`config.mk`:
```
export PLATFORM = sky130hd
export DESIGN_NAME = mbscore_muldiv_flat
export DESIGN_NICKNAME = d
export VERILOG_FILES = /design/src/rtl/mbscore_muldiv_if.sv /design/src/rtl/mbscore_muldiv.sv /design/src/flat_wrapper.sv
export SDC_FILE = /design/constraint.sdc
export NUM_CORES = 1
export LEC_CHECK = 0
export CAP_MARGIN = 10
export CORE_MARGIN = 8
export CORE_UTILIZATION = 55
export CTS_BUF_LIST = sky130_fd_sc_hd__clkbuf_4 sky130_fd_sc_hd__clkbuf_8
export DETAILED_ROUTE_END_ITERATION = 10
export MAX_ROUTING_LAYER = met4
export PLACE_DENSITY = 0.8
export SLEW_MARGIN = 20
export SYNTH_ARGS = -nofsm -noshare
export SYNTH_HDL_FRONTEND = slang
export SYNTH_SLANG_ARGS = --single-unit
export TNS_END_PERCENT = 50
```
`constraint.sdc`:
```
create_clock -name clk -period 6.08 [get_ports clk]
set_clock_uncertainty 0.2 [all_clocks]
set_input_delay 1.216 -clock clk [delete_from_list [all_inputs] [get_ports clk]]
set_output_delay 1.216 -clock clk [all_outputs]
set_load 0.01 [all_outputs]
```
`src/rtl/mbscore_muldiv_if.sv`:
```
// Execute-stage request/response bundle for the iterative mul/div unit.
// master = execute stage issuing ops, slave = the mul/div unit.
interface mbscore_muldiv_if #(
  parameter int DATA_WIDTH = 32
);
  logic                  req_valid;
  logic                  req_ready;
  logic [2:0]            req_op;
  logic [DATA_WIDTH-1:0] req_a;
  logic [DATA_WIDTH-1:0] req_b;
  logic                  flush;
  logic                  busy;
  logic                  done;
  logic [DATA_WIDTH-1:0] hi;
  logic [DATA_WIDTH-1:0] lo;

  modport master (
    output req_valid, req_op, req_a, req_b, flush,
    input  req_ready, busy, done, hi, lo
  );

  modport slave (
    input  req_valid, req_op, req_a, req_b, flush,
    output req_ready, busy, done, hi, lo
  );
endinterface

```
`src/rtl/mbscore_muldiv.sv`:
```
// Iterative one-bit-per-cycle multiply/divide unit holding HI/LO.
// Shift-add multiply, restoring divide, sign fix-up in a final cycle.
module mbscore_muldiv #(
  parameter int DATA_WIDTH = 32
) (
  input logic              clk,
  input logic              rst,
  mbscore_muldiv_if.slave  bus
);
  localparam int W  = DATA_WIDTH;
  localparam int CW = $clog2(W) + 1;

  localparam logic [2:0] OP_MULT  = 3'd0;
  localparam logic [2:0] OP_MULTU = 3'd1;
  localparam logic [2:0] OP_DIV   = 3'd2;
  localparam logic [2:0] OP_DIVU  = 3'd3;
  localparam logic [2:0] OP_MTHI  = 3'd4;
  localparam logic [2:0] OP_MTLO  = 3'd5;

  typedef enum logic [1:0] {
    IDLE,
    CALC,
    FIX
  } state_t;

  state_t         state;
  logic [CW-1:0]  cnt;
  logic [W-1:0]   acc_hi;
  logic [W-1:0]   acc_lo;
  logic [W-1:0]   opb;
  logic [W-1:0]   hi_q;
  logic [W-1:0]   lo_q;
  logic           is_div;
  logic           neg_q;
  logic           neg_r;
  logic           divz;
  logic           done_q;

  logic           accept;
  logic           signed_op;
  logic           a_neg;
  logic           b_neg;
  logic [W-1:0]   a_mag;
  logic [W-1:0]   b_mag;
  logic [W:0]     mul_sum;
  logic [W:0]     div_sh;
  logic [W:0]     div_diff;
  logic [2*W-1:0] prod;
  logic [2*W-1:0] prod_fix;
  logic [W-1:0]   q_fix;
  logic [W-1:0]   r_fix;

  assign bus.req_ready = (state == IDLE) & ~rst;
  assign bus.busy      = (state != IDLE);
  assign bus.done      = done_q;
  assign bus.hi        = hi_q;
  assign bus.lo        = lo_q;

  // flush in IDLE swallows the request rather than queueing it
  assign accept    = bus.req_valid & bus.req_ready & ~bus.flush;
  assign signed_op = (bus.req_op == OP_MULT) | (bus.req_op == OP_DIV);
  assign a_neg     = signed_op & bus.req_a[W-1];
  assign b_neg     = signed_op & bus.req_b[W-1];
  assign a_mag     = a_neg ? (~bus.req_a + 1'b1) : bus.req_a;
  assign b_mag     = b_neg ? (~bus.req_b + 1'b1) : bus.req_b;

  assign mul_sum  = {1'b0, acc_hi}
                  + (acc_lo[0] ? {1'b0, opb} : {(W+1){1'b0}});
  assign div_sh   = {acc_hi, acc_lo[W-1]};
  assign div_diff = div_sh - {1'b0, opb};

  assign prod     = {acc_hi, acc_lo};
  assign prod_fix = neg_q ? (~prod + 1'b1) : prod;
  // zero divisor: remainder magnitude is |a|, so dividend sign restores a
  assign q_fix    = divz  ? {W{1'b1}}
                  : neg_q ? (~acc_lo + 1'b1) : acc_lo;
  assign r_fix    = neg_r ? (~acc_hi + 1'b1) : acc_hi;

  always_ff @(posedge clk or posedge rst) begin
    if (rst) begin
      state  <= IDLE;
      cnt    <= '0;
      acc_hi <= '0;
      acc_lo <= '0;
      opb    <= '0;
      hi_q   <= '0;
      lo_q   <= '0;
      is_div <= 1'b0;
      neg_q  <= 1'b0;
      neg_r  <= 1'b0;
      divz   <= 1'b0;
      done_q <= 1'b0;
    end else begin
      done_q <= 1'b0;
      unique case (state)
        IDLE: begin
          if (accept) begin
            unique case (bus.req_op)
              OP_MULT, OP_MULTU: begin
                acc_hi <= '0;
                acc_lo <= b_mag;
                opb    <= a_mag;
                is_div <= 1'b0;
                neg_q  <= a_neg ^ b_neg;
                neg_r  <= 1'b0;
                divz   <= 1'b0;
                cnt    <= '0;
                state  <= CALC;
              end
              OP_DIV, OP_DIVU: begin
                acc_hi <= '0;
                acc_lo <= a_mag;
                opb    <= b_mag;
                is_div <= 1'b1;
                neg_q  <= a_neg ^ b_neg;
                neg_r  <= a_neg;
                divz   <= (bus.req_b == '0);
                cnt    <= '0;
                state  <= CALC;
              end
              OP_MTHI: begin
                hi_q   <= bus.req_a;
                done_q <= 1'b1;
              end
              OP_MTLO: begin
                lo_q   <= bus.req_a;
                done_q <= 1'b1;
              end
              default: ;
            endcase
          end
        end
        CALC: begin
          if (bus.flush) begin
            state <= IDLE;
          end else begin
            if (is_div) begin
              acc_hi <= div_diff[W] ? div_sh[W-1:0]
                                    : div_diff[W-1:0];
              acc_lo <= {acc_lo[W-2:0], ~div_diff[W]};
            end else begin
              {acc_hi, acc_lo} <= {mul_sum, acc_lo[W-1:1]};
            end
            cnt <= cnt + CW'(1);
            if (cnt == CW'(W - 1)) state <= FIX;
          end
        end
        FIX: begin
          state <= IDLE;
          if (!bus.flush) begin
            if (is_div) begin
              hi_q <= r_fix;
              lo_q <= q_fix;
            end else begin
              {hi_q, lo_q} <= prod_fix;
            end
            done_q <= 1'b1;
          end
        end
        default: state <= IDLE;
      endcase
    end
  end
endmodule

```
`src/flat_wrapper.sv`:
```
// flat-port wrapper written by rule: the top's interface ports become plain ports
module mbscore_muldiv_flat 
#(
  parameter int DATA_WIDTH = 32
)
  (clk, rst, bus_req_valid, bus_req_op, bus_req_a, bus_req_b, bus_flush, bus_req_ready, bus_busy, bus_done, bus_hi, bus_lo);
  mbscore_muldiv_if #(.DATA_WIDTH(DATA_WIDTH)) bus_i ();
  input logic clk;
  input logic rst;
  input wire logic [$bits(bus_i.req_valid)-1:0] bus_req_valid;
  input wire logic [$bits(bus_i.req_op)-1:0] bus_req_op;
  input wire logic [$bits(bus_i.req_a)-1:0] bus_req_a;
  input wire logic [$bits(bus_i.req_b)-1:0] bus_req_b;
  input wire logic [$bits(bus_i.flush)-1:0] bus_flush;
  output wire logic [$bits(bus_i.req_ready)-1:0] bus_req_ready;
  output wire logic [$bits(bus_i.busy)-1:0] bus_busy;
  output wire logic [$bits(bus_i.done)-1:0] bus_done;
  output wire logic [$bits(bus_i.hi)-1:0] bus_hi;
  output wire logic [$bits(bus_i.lo)-1:0] bus_lo;
  assign bus_i.req_valid = bus_req_valid;
  assign bus_i.req_op = bus_req_op;
  assign bus_i.req_a = bus_req_a;
  assign bus_i.req_b = bus_req_b;
  assign bus_i.flush = bus_flush;
  assign bus_req_ready = bus_i.req_ready;
  assign bus_busy = bus_i.busy;
  assign bus_done = bus_i.done;
  assign bus_hi = bus_i.hi;
  assign bus_lo = bus_i.lo;
  mbscore_muldiv #(.DATA_WIDTH(DATA_WIDTH)) u_core (.clk(clk), .rst(rst), .bus(bus_i));
endmodule
```
==> impl_metrics.tcl, run 1 <==
set metrics [dict create \
    drive_gt1_share_pct 5.02 \
    synthFlopType "dfrtp_1" \
    path_class "reg2reg" \
    p_seq_share_pct 29.0 \
    synth_compound_area_share_pct 25.2 \
    ys_seq_area_share_pct 29.0 \
    dp_cells 2302 \
    setup_viol 0 \
    place_area_um2 16500 \
    period_share_pct 77.4 \
    synth_top_family_by_area "compound AO/OA/AOI/OAI gates" \
    syn_nets 2063 \
    overflow 0 \
    regArea_um2 4330 \
    clock_power_share_pct 13.2 \
    min_delay_path_depth 2 \
    utilization_pct 63.0 \
    synthCells 1921 \
    met3_usage_pct 9.71 \
    dpl.hpwl_mm 42.3 \
    syn2layout_area_growth_pct 12.9 \
    ys_warn_count 0 \
    wl_per_cell_um 24.0 \
    reg2reg_depth 11 \
    ys_seq_elements 173 \
    grt_max_degree 174 \
    grt_busiest_layer "met2" \
    syn-cell-area_um2 14900 \
    clock_latency_ps 490 \
    setup.worst_path.start_class "register" \
    yosys.area_share.adder_pct 6.05 \
    period_minus_slack_ps 4710 \
    multi_input_area_um2 9870 \
    std_cell_rows 60 \
    finish.net_count 2122 \
    critPathArrivalTime_ps 4840 \
    first_pass_iters 6 \
    antenna_found_initial 1 \
    fin_setup_tns_ps 0 \
    cts_num_sinks 173 \
    ir_drop_v 0.000243 \
    core-area_um2 26800 \
    worst_slew_pin_slew_ps 1110 \
    grt_pass1_vias 14200 \
    fin_cells 2336 \
    slew_viol_final 0 \
    worstPathRequired_ps 6220 \
    ys_top_cells_by_area "dfrtp_1 (29%), xnor2_1 (6.3%), o21ai_0 (6.3%)" \
    track_usage_pct 34.3 \
    pwr_density_cell_nw_per_um2 395 \
    die_h_um 181 \
    synth_xor_xnor_area_share_pct 9.79 \
    vias 15300 \
    ios 138 \
    final_cell_area_um2 16900 \
    synth_simple_gate_area_share_pct 19.7 \
    hp-class "reg2reg" \
    first_iter_violations 1881 \
    slew_headroom_pct 25.7 \
    worst-path-max-fanout 8 \
    fp.dieW_um 181 \
    status "finished clean" \
    final_hold_viol_count 0 \
    p_sw_uw 3300 \
    fmax_mhz 213 \
    cts_buffers 17 \
    synth_edf_count 0 \
    drc 0 \
    clkTransAtPathRegs_ps 130 \
    nFillCells 2405 \
    yosysUniqueCellTypes 78 \
    viasPerCell 6.53 \
    initial_core_util_pct 55.7 \
    syn_area_per_cell_um2 7.78 \
    final_cell_mix "nand2_1 (229), nor2_1 (192), o21ai_0 (188)" \
    cp-end-kind "register" \
    cap_viol_max_count 0 \
    cts_tree "done" \
    cts_resized 0 \
    root_buffer "clkbuf_8" \
    p_int_uw 3360 \
    synth_async_sr_flop_share_pct 100 \
    numPortBuffers 137 \
    yosys.area.top_type "dfrtp_1" \
    hold_buffers 0 \
    rsz0062_at_grt "false" \
    gp_congestion 1.03 \
    dieArea_um2 32700 \
    htree_levels 4 \
    p_sw_share_pct 49.6 \
    totalPowerFinal_uw 6660 \
    final_common_cell "nand2_1" \
    cts_setup_buffers 0 \
    wl_mm 56.1 \
    p_leak_uw 0.00709 \
    synth_mux_area_share_pct 5.21 \
    pwr-share-comb_pct 57.8 \
    ant_nets 0 \
    synth_top_area_share_pct 29.0 \
    use_met1_pct 44.4 \
    cts.path.max_buffers 2 \
    grt_pass1_wl_mm 85.2 \
    met2_usage_pct 50.1 \
]
[sequential cells by signal (all words and copies together), names as in the netlist, 2 cells and up]
name	flops
u_core.acc_lo	32
u_core.acc_hi	32
u_core.state	2
u_core.cnt	6
u_core.bus.lo	32
u_core.bus.hi	32
u_core.opb	32
[synthesized netlist by cell type, types with 7 or more instances]
library cell / instances
nand2_1: 229
nor2_1: 194
o21ai_0: 188
dfrtp_1: 173
a21oi_1: 157
xnor2_1: 108
clkbuf_1: 97
inv_1: 75
mux2i_1: 71
ha_1: 69
xor2_1: 59
nor3_1: 38
o31ai_1: 35
a31oi_1: 33
o22ai_1: 31
a21o_1: 26
nand2b_1: 25
nand3_1: 21
a211oi_1: 16
nor2b_1: 16
a22oi_1: 14
o211ai_1: 14
or3_1: 14
or4_1: 14
nor4_1: 12
and2_1: 11
nand4_1: 10
o21a_1: 10
and3_1: 9
buf_1: 9
o41ai_1: 8
buf_2: 7
o21bai_1: 7
o221ai_1: 7
or2_2: 7
[critical path: stages, from the launching register on]
cell	delay, ps
dfrtp_1	550
inv_1	190
fa_1	460
nand2b_1	190
a21oi_1	270
o21ai_1	290
a2111oi_0	790
o221ai_1	520
o41ai_1	680
xor2_1	140
mux2i_1	170
o221ai_1	130
[power groups by stage]
| stage | registers, uW | logic (uW) | clock network, uW |
|---|---|---|---|
| floorplan | 1700 | 2840 | 0 |
| global placement | 1910 | 3690 | 0 |
| detailed placement | 1920 | 3760 | 0 |
| CTS | 1890 | 3780 | 876 |
| global route | 1950 | 4200 | 928 |
| finish | 1930 | 3850 | 878 |
[per-layer routing]
metal / vias up / part of all wire (%)
met2: 867 / 43
met1: 7281 / 41
met4: 0 / 4.1
met3: 115 / 12
met5: - / 0
li1: 7001 / -
[final timing paths]
check,startpoint,to,slack [ps]
min in group asynchronous,rst,u_core.bus.lo[20],1120
max in group asynchronous,rst,u_core.is_div,3720
min reg2reg,u_core.bus.hi[20],u_core.bus.hi[20],290
max reg2reg,u_core.acc_hi[0],u_core.acc_hi[30],1370
min,u_core.bus.hi[20],u_core.bus.hi[20],290
max,u_core.acc_hi[0],u_core.acc_hi[30],1370
[logic make-up after synthesis]
logic type | count (synthesis)
simple gates | 630
compound gates | 610
buf+inv | 193
flops | 173
xor+xnor | 167
mux | 77
fa+ha+maj | 71
[through the flow]
| stage | setup slack (ps) | hold WS (ps) |
|---|---|---|
| floorplan | 2270 | 236 |
| global placement | 1370 | 261 |
| detailed placement | 1330 | 265 |
| CTS | 1540 | 292 |
| global route | 1200 | 319 |
| finish | 1370 | 290 |
[area by class of cell]
cell class,instances,share of cell area [%]
timing repair buffer,158,9.11
clock inverter,14,0.986
inverter,75,1.69
sequential,173,25.7
clock buffer,18,1.47
tap,341,2.53
antenna,2,0.0297
multi-input combinational,1555,58.5
Power figures use the tool's default switching activity.
==> run 2, diff against run 1 <==
Settings changed: PLACE_DENSITY 0.8 to 0.77.
Clock period 6.08 ns to 4.5 ns, I/O delays scaled along.
==> run 2 against run 1 <==
Effect of this change:
- critical path depth rose by 3
- non-clock buffer count up 61
- sequential cell count unchanged
- global-route usage is 0.50 points lower
- clock power increased by 26%
- wire length down 1.1%
- die area did not move
- fmax increased by 8.7%
- critical path type unchanged
- critical endpoint is now u_core.acc_hi[22]
- largest cell class unchanged
- largest power group unchanged
==> impl_metrics.tcl, run 2 (same netlist as run 1, synthesis figures left out) <==
set metrics [dict create \
    dieArea_um2 32700 \
    final_hold_viol_count 0 \
    overflow 0 \
    core-area_um2 26800 \
    wl_per_cell_um 23.2 \
    final_common_cell "nand2_1" \
    rsz0062_at_grt "false" \
    setup_viol 0 \
    hp-class "reg2reg" \
    root_buffer "clkbuf_8" \
    period_share_pct 96.2 \
    initial_core_util_pct 55.7 \
    finish.net_count 2183 \
    p_seq_share_pct 26.6 \
    worst_slew_pin_slew_ps 980 \
    fp.dieW_um 181 \
    grt_max_degree 75 \
    die_h_um 181 \
    clock_latency_ps 500 \
    setup.worst_path.start_class "register" \
    cts_buffers 17 \
    clkTransAtPathRegs_ps 120 \
    worstPathRequired_ps 4660 \
    worst_slack_ps 172 \
    slew_headroom_pct 34.5 \
    first_pass_iters 7 \
    viasPerCell 6.51 \
    antenna_found_initial 0 \
    cts_num_sinks 173 \
    ant_nets 0 \
    antenna_cells 0 \
    clock_power_share_pct 12.1 \
    critPathArrivalTime_ps 4480 \
    pwr-share-comb_pct 61.3 \
    gp_congestion 1.02 \
    period_minus_slack_ps 4330 \
    cts.path.max_buffers 2 \
    first_iter_violations 2325 \
    pwr_density_cell_nw_per_um2 529 \
    htree_levels 4 \
    worst-path-max-fanout 12 \
    cap_viol_max_count 0 \
    pre_cts_ws_ps 213 \
    ios 138 \
    slew_viol_final 0 \
    nFillCells 2337 \
    track_usage_pct 33.8 \
    regArea_um2 4330 \
    grt_pass1_vias 14500 \
    drc 0 \
    ir_drop_v 0.000338 \
    status "finished clean" \
    numPortBuffers 137 \
    p_sw_uw 4440 \
    drive_gt1_share_pct 7.79 \
    p_int_uw 4720 \
    p_sw_share_pct 48.5 \
    fin_setup_tns_ps 0 \
    dpl.hpwl_mm 42.5 \
    multi_input_area_um2 9870 \
    p_leak_uw 0.00737 \
    fmax_mhz 231 \
    wl_mm 55.4 \
    cts_tree "done" \
    syn2layout_area_growth_pct 15.8 \
    cp-end-kind "register" \
    path_class "reg2reg" \
    final_cell_mix "nand2_1 (229), nor2_1 (192), o21ai_0 (188)" \
    grt_pass1_wl_mm 84.6 \
    std_cell_rows 60 \
    vias 15600 \
]
## run 2: cell types whose count changed in the layout (fill, tap and decap cells not counted), sizes merged
cell,before,now
clkinvlp,2,3
clkinv,6,3
clkbuf,18,19
diode,2,0
buf,22,83
## run 2: critical path, cell delays in order, from the launching register on
cell and delay, ps:
dfrtp_1 400, inv_1 120, ha_1 230, fa_1 400, nand2b_1 180, a21oi_1 310, o21ai_1 230, a211oi_1 460
o2111ai_1 350, nand4b_1 220, buf_4 140, and3_1 240, buf_4 300, mux2i_1 270, o221ai_1 150
## run 2: power by group through the flow
| stage | sequential (uW) | combinational [uW] | clock (uW) |
|---|---|---|---|
| floorplan | 2290 | 3830 | 0 |
| global route | 2460 | 6090 | 1160 |
| global placement | 2410 | 5330 | 0 |
| detailed placement | 2430 | 5450 | 0 |
| finish | 2440 | 5610 | 1110 |
| CTS | 2400 | 5490 | 1100 |
## run 2: final cells by class
cell class,count,share of cell area [%]
multi-input combinational,1555,57.1
sequential,173,25.0
timing repair buffer,219,11.7
tap,341,2.47
inverter,75,1.65
clock buffer,19,1.48
clock inverter,12,0.600
## run 2: final timing paths
| check | start | endpoint | slack [ps] | depth (start not counted) |
|---|---|---|---|---|
| setup reg to reg | u_core.acc_lo[31] | u_core.acc_hi[22] | 170 | 14 |
| min in group asynchronous | rst | u_core.bus.lo[21] | 610 | 2 |
| setup / recovery | u_core.acc_lo[31] | u_core.acc_hi[22] | 170 | 14 |
| max in group asynchronous | rst | u_core.acc_hi[12] | 2760 | 3 |
| hold reg to reg | u_core.bus.lo[3] | u_core.bus.lo[3] | 290 | 2 |
| hold / removal | u_core.bus.lo[3] | u_core.bus.lo[3] | 290 | 2 |
## run 2: through the flow
step           hold slack, ps  cells  util (%)  instance area (um^2)  power, uW
6_report                  287   2394      64.5                 17300       9160
5_1_grt                   297   2394      64.5                 17300       9710
4_1_cts                   286   2394      64.5                 17300       8990
3_5_place_dp              268   2363      63.2                 16900       7880
3_3_place_gp              258   2363      63.2                 16900       7740
2_1_floorplan             236   1921         -                 14900       6130
## run 2: what timing repair did
action	in CTS	in global routing
endpoints found under the setup margin	0	1
gates resized for setup	0	1
hold buffers	0	0
setup buffers	0	0
## run 2: metal layers
metal / track usage [%] / vias up / wire (um)
met5: - / - / 0
li1: - / 7127 / -
met2: 48.0 / 966 / 23200
met4: 18.2 / 0 / 3080
met1: 44.0 / 7326 / 22500
met3: 8.12 / 171 / 6720
==> run 3, diff against run 2 <==
Settings changed: CAP_MARGIN 10 to 15.
Clock period 4.5 ns to 5.6 ns, I/O delays scaled along.
==> run 3 against run 2 <==
Effect of this change:
- critical path depth fell by 3
- register-to-register slack improved by 930 ps
- fmax fell by 3.8%
- count of clock-buffer cells in the layout fell by 1
- sequential share of layout area rose by 0.54 points
- total power fell by 20%
- final area fell by 2.1%
- cell count fell by 2.1%
- wire length rose by 1.9%
- sequential cell count did not move
==> impl_metrics.tcl, run 3 (same netlist as run 1, synthesis figures left out) <==
set metrics [dict create \
    regArea_um2 4330 \
    final_common_cell "nand2_1" \
    hold_buffers 0 \
    nFillCells 2405 \
    root_buffer "clkbuf_8" \
    hp-class "reg2reg" \
    core-area_um2 26800 \
    critPathArrivalTime_ps 4640 \
    p_sw_uw 3590 \
    wl_per_cell_um 24.1 \
    clock_latency_ps 490 \
    p_leak_uw 0.00714 \
    final_cell_area_um2 16900 \
    fin_cells 2343 \
    cap_viol_max_count 0 \
    pwr_density_cell_nw_per_um2 431 \
    first_iter_violations 1882 \
    top_layer "met4" \
    first_pass_iters 7 \
    wl_met2_mm 23.9 \
    final_cell_mix "nand2_1 (229), nor2_1 (192), o21ai_0 (188)" \
    wl_met3_mm 6.41 \
    grt_pass1_vias 14100 \
    dpl.hpwl_mm 43.2 \
    wl_met1_mm 24.0 \
    worst-path-max-fanout 8 \
    cts_num_sinks 173 \
    regToRegSetupSlack_ps 1100 \
    antenna_found_initial 0 \
    pwr-share-comb_pct 57.9 \
    r2r_end "u_core.acc_hi[30]" \
    p_seq_share_pct 28.7 \
    status "finished clean" \
    antenna_cells 0 \
    clock_power_share_pct 13.5 \
    cts_resized 0 \
    worstPathRequired_ps 5740 \
    finish.net_count 2131 \
    slew_headroom_pct 23.6 \
    drive_gt1_share_pct 5.44 \
    cp-end-kind "register" \
    dp_cells 2311 \
    grt_max_degree 107 \
    min_delay_path_depth 1 \
    ant_nets 0 \
    cts_setup_buffers 0 \
    fin_setup_tns_ps 0 \
    rsz0062_at_grt "false" \
    ir_drop_v 0.000350 \
    numPortBuffers 137 \
    cts_tree "done" \
    overflow 0 \
    grt_pass1_wl_mm 86.0 \
    hold_start "u_core.cnt[5]" \
    setup_viol 0 \
    final_hold_viol_count 0 \
    place_area_um2 16500 \
    die_h_um 181 \
    worstReg2RegStart "u_core.acc_hi[0]" \
    vias 15400 \
    dieArea_um2 32700 \
    multi_input_area_um2 9870 \
    clkTransAtPathRegs_ps 120 \
    cts_buffers 17 \
    slew_viol_final 0 \
    fp.dieW_um 181 \
    track_usage_pct 34.5 \
    path_class "reg2reg" \
    p_int_uw 3700 \
    fmax_mhz 222 \
    htree_levels 4 \
    p_sw_share_pct 49.2 \
    syn2layout_area_growth_pct 13.3 \
    period_share_pct 80.4 \
    reg2reg_depth 11 \
    std_cell_rows 60 \
    drc 0 \
    gp_congestion 0.995 \
    viasPerCell 6.55 \
    setup.worst_path.start_class "register" \
    initial_core_util_pct 55.7 \
    cts.path.max_buffers 2 \
    ios 138 \
    wl_mm 56.5 \
    worst_slew_pin_slew_ps 1140 \
    whs_endpoint "u_core.state[1]" \
    period_minus_slack_ps 4500 \
]
-- run 3: changes by cell type in the layout (fill, tap and decap cells not counted), sizes merged --
cell,before,now
clkinv,3,5
bufinv,0,1
buf,83,31
clkinvlp,3,1
clkbuf,19,18
inv,81,82
-- run 3: through the flow --
stage / util (%) / hold WS, ps / power [uW] / setup slack (ps)
6_report: 63.2 / 287 / 7290 / 1100
3_5_place_dp: 61.6 / 270 / 6190 / 948
2_1_floorplan: - / 236 / 4920 / 1890
5_1_grt: 63.2 / 317 / 7740 / 837
4_1_cts: 63.2 / 292 / 7170 / 1200
3_3_place_gp: 61.6 / 248 / 6130 / 978
-- run 3: cell type report --
cell class	instances	share of cell area [%]
Clock buffer	18	1.46
Multi-Input combinational cell	1555	58.3
Clock inverter	14	0.975
Timing Repair Buffer	167	9.47
Sequential cell	173	25.6
Inverter	75	1.68
Tap cell	341	2.52
-- run 3: worst max-delay path, cell delays in order (launching register included) --
cell and delay (ps):
dfrtp_1 540, inv_1 210, fa_1 460, nand2b_1 190
a21oi_1 280, o21ai_1 310, a2111oi_0 700, o221ai_1 430
o41ai_1 590, xor2_1 120, mux2i_1 170, o221ai_1 130
-- run 3: worst max-delay path by stage --
stage          cells past startpoint  slack (ps)           endpoint             start
2_1_floorplan                      9        1890  u_core.acc_lo[27]      bus_req_b[4]
3_3_place_gp                      10         980     u_core.opb[27]      bus_req_a[4]
3_5_place_dp                      10         950     u_core.opb[31]      bus_req_a[4]
4_1_cts                           11        1200  u_core.acc_hi[30]  u_core.acc_hi[0]
5_1_grt                           11         840  u_core.acc_hi[30]  u_core.acc_hi[0]
6_report                          11        1100  u_core.acc_hi[30]  u_core.acc_hi[0]
-- run 3: routing by layer --
metal,vias to the layer above,track usage (%)
met3,118,8.55
met5,-,-
met2,867,49.1
met4,0,13.1
li1,7034,-
met1,7335,46.6
-- run 3: power by group through the flow --
stage | Sequential [uW] | Combinational [uW] | Clock [uW]
2_1_floorplan | 1840 | 3080 | 0
3_3_place_gp | 2070 | 4060 | 0
3_5_place_dp | 2080 | 4120 | 0
4_1_cts | 2050 | 4140 | 985
5_1_grt | 2110 | 4600 | 1030
6_report | 2090 | 4220 | 982
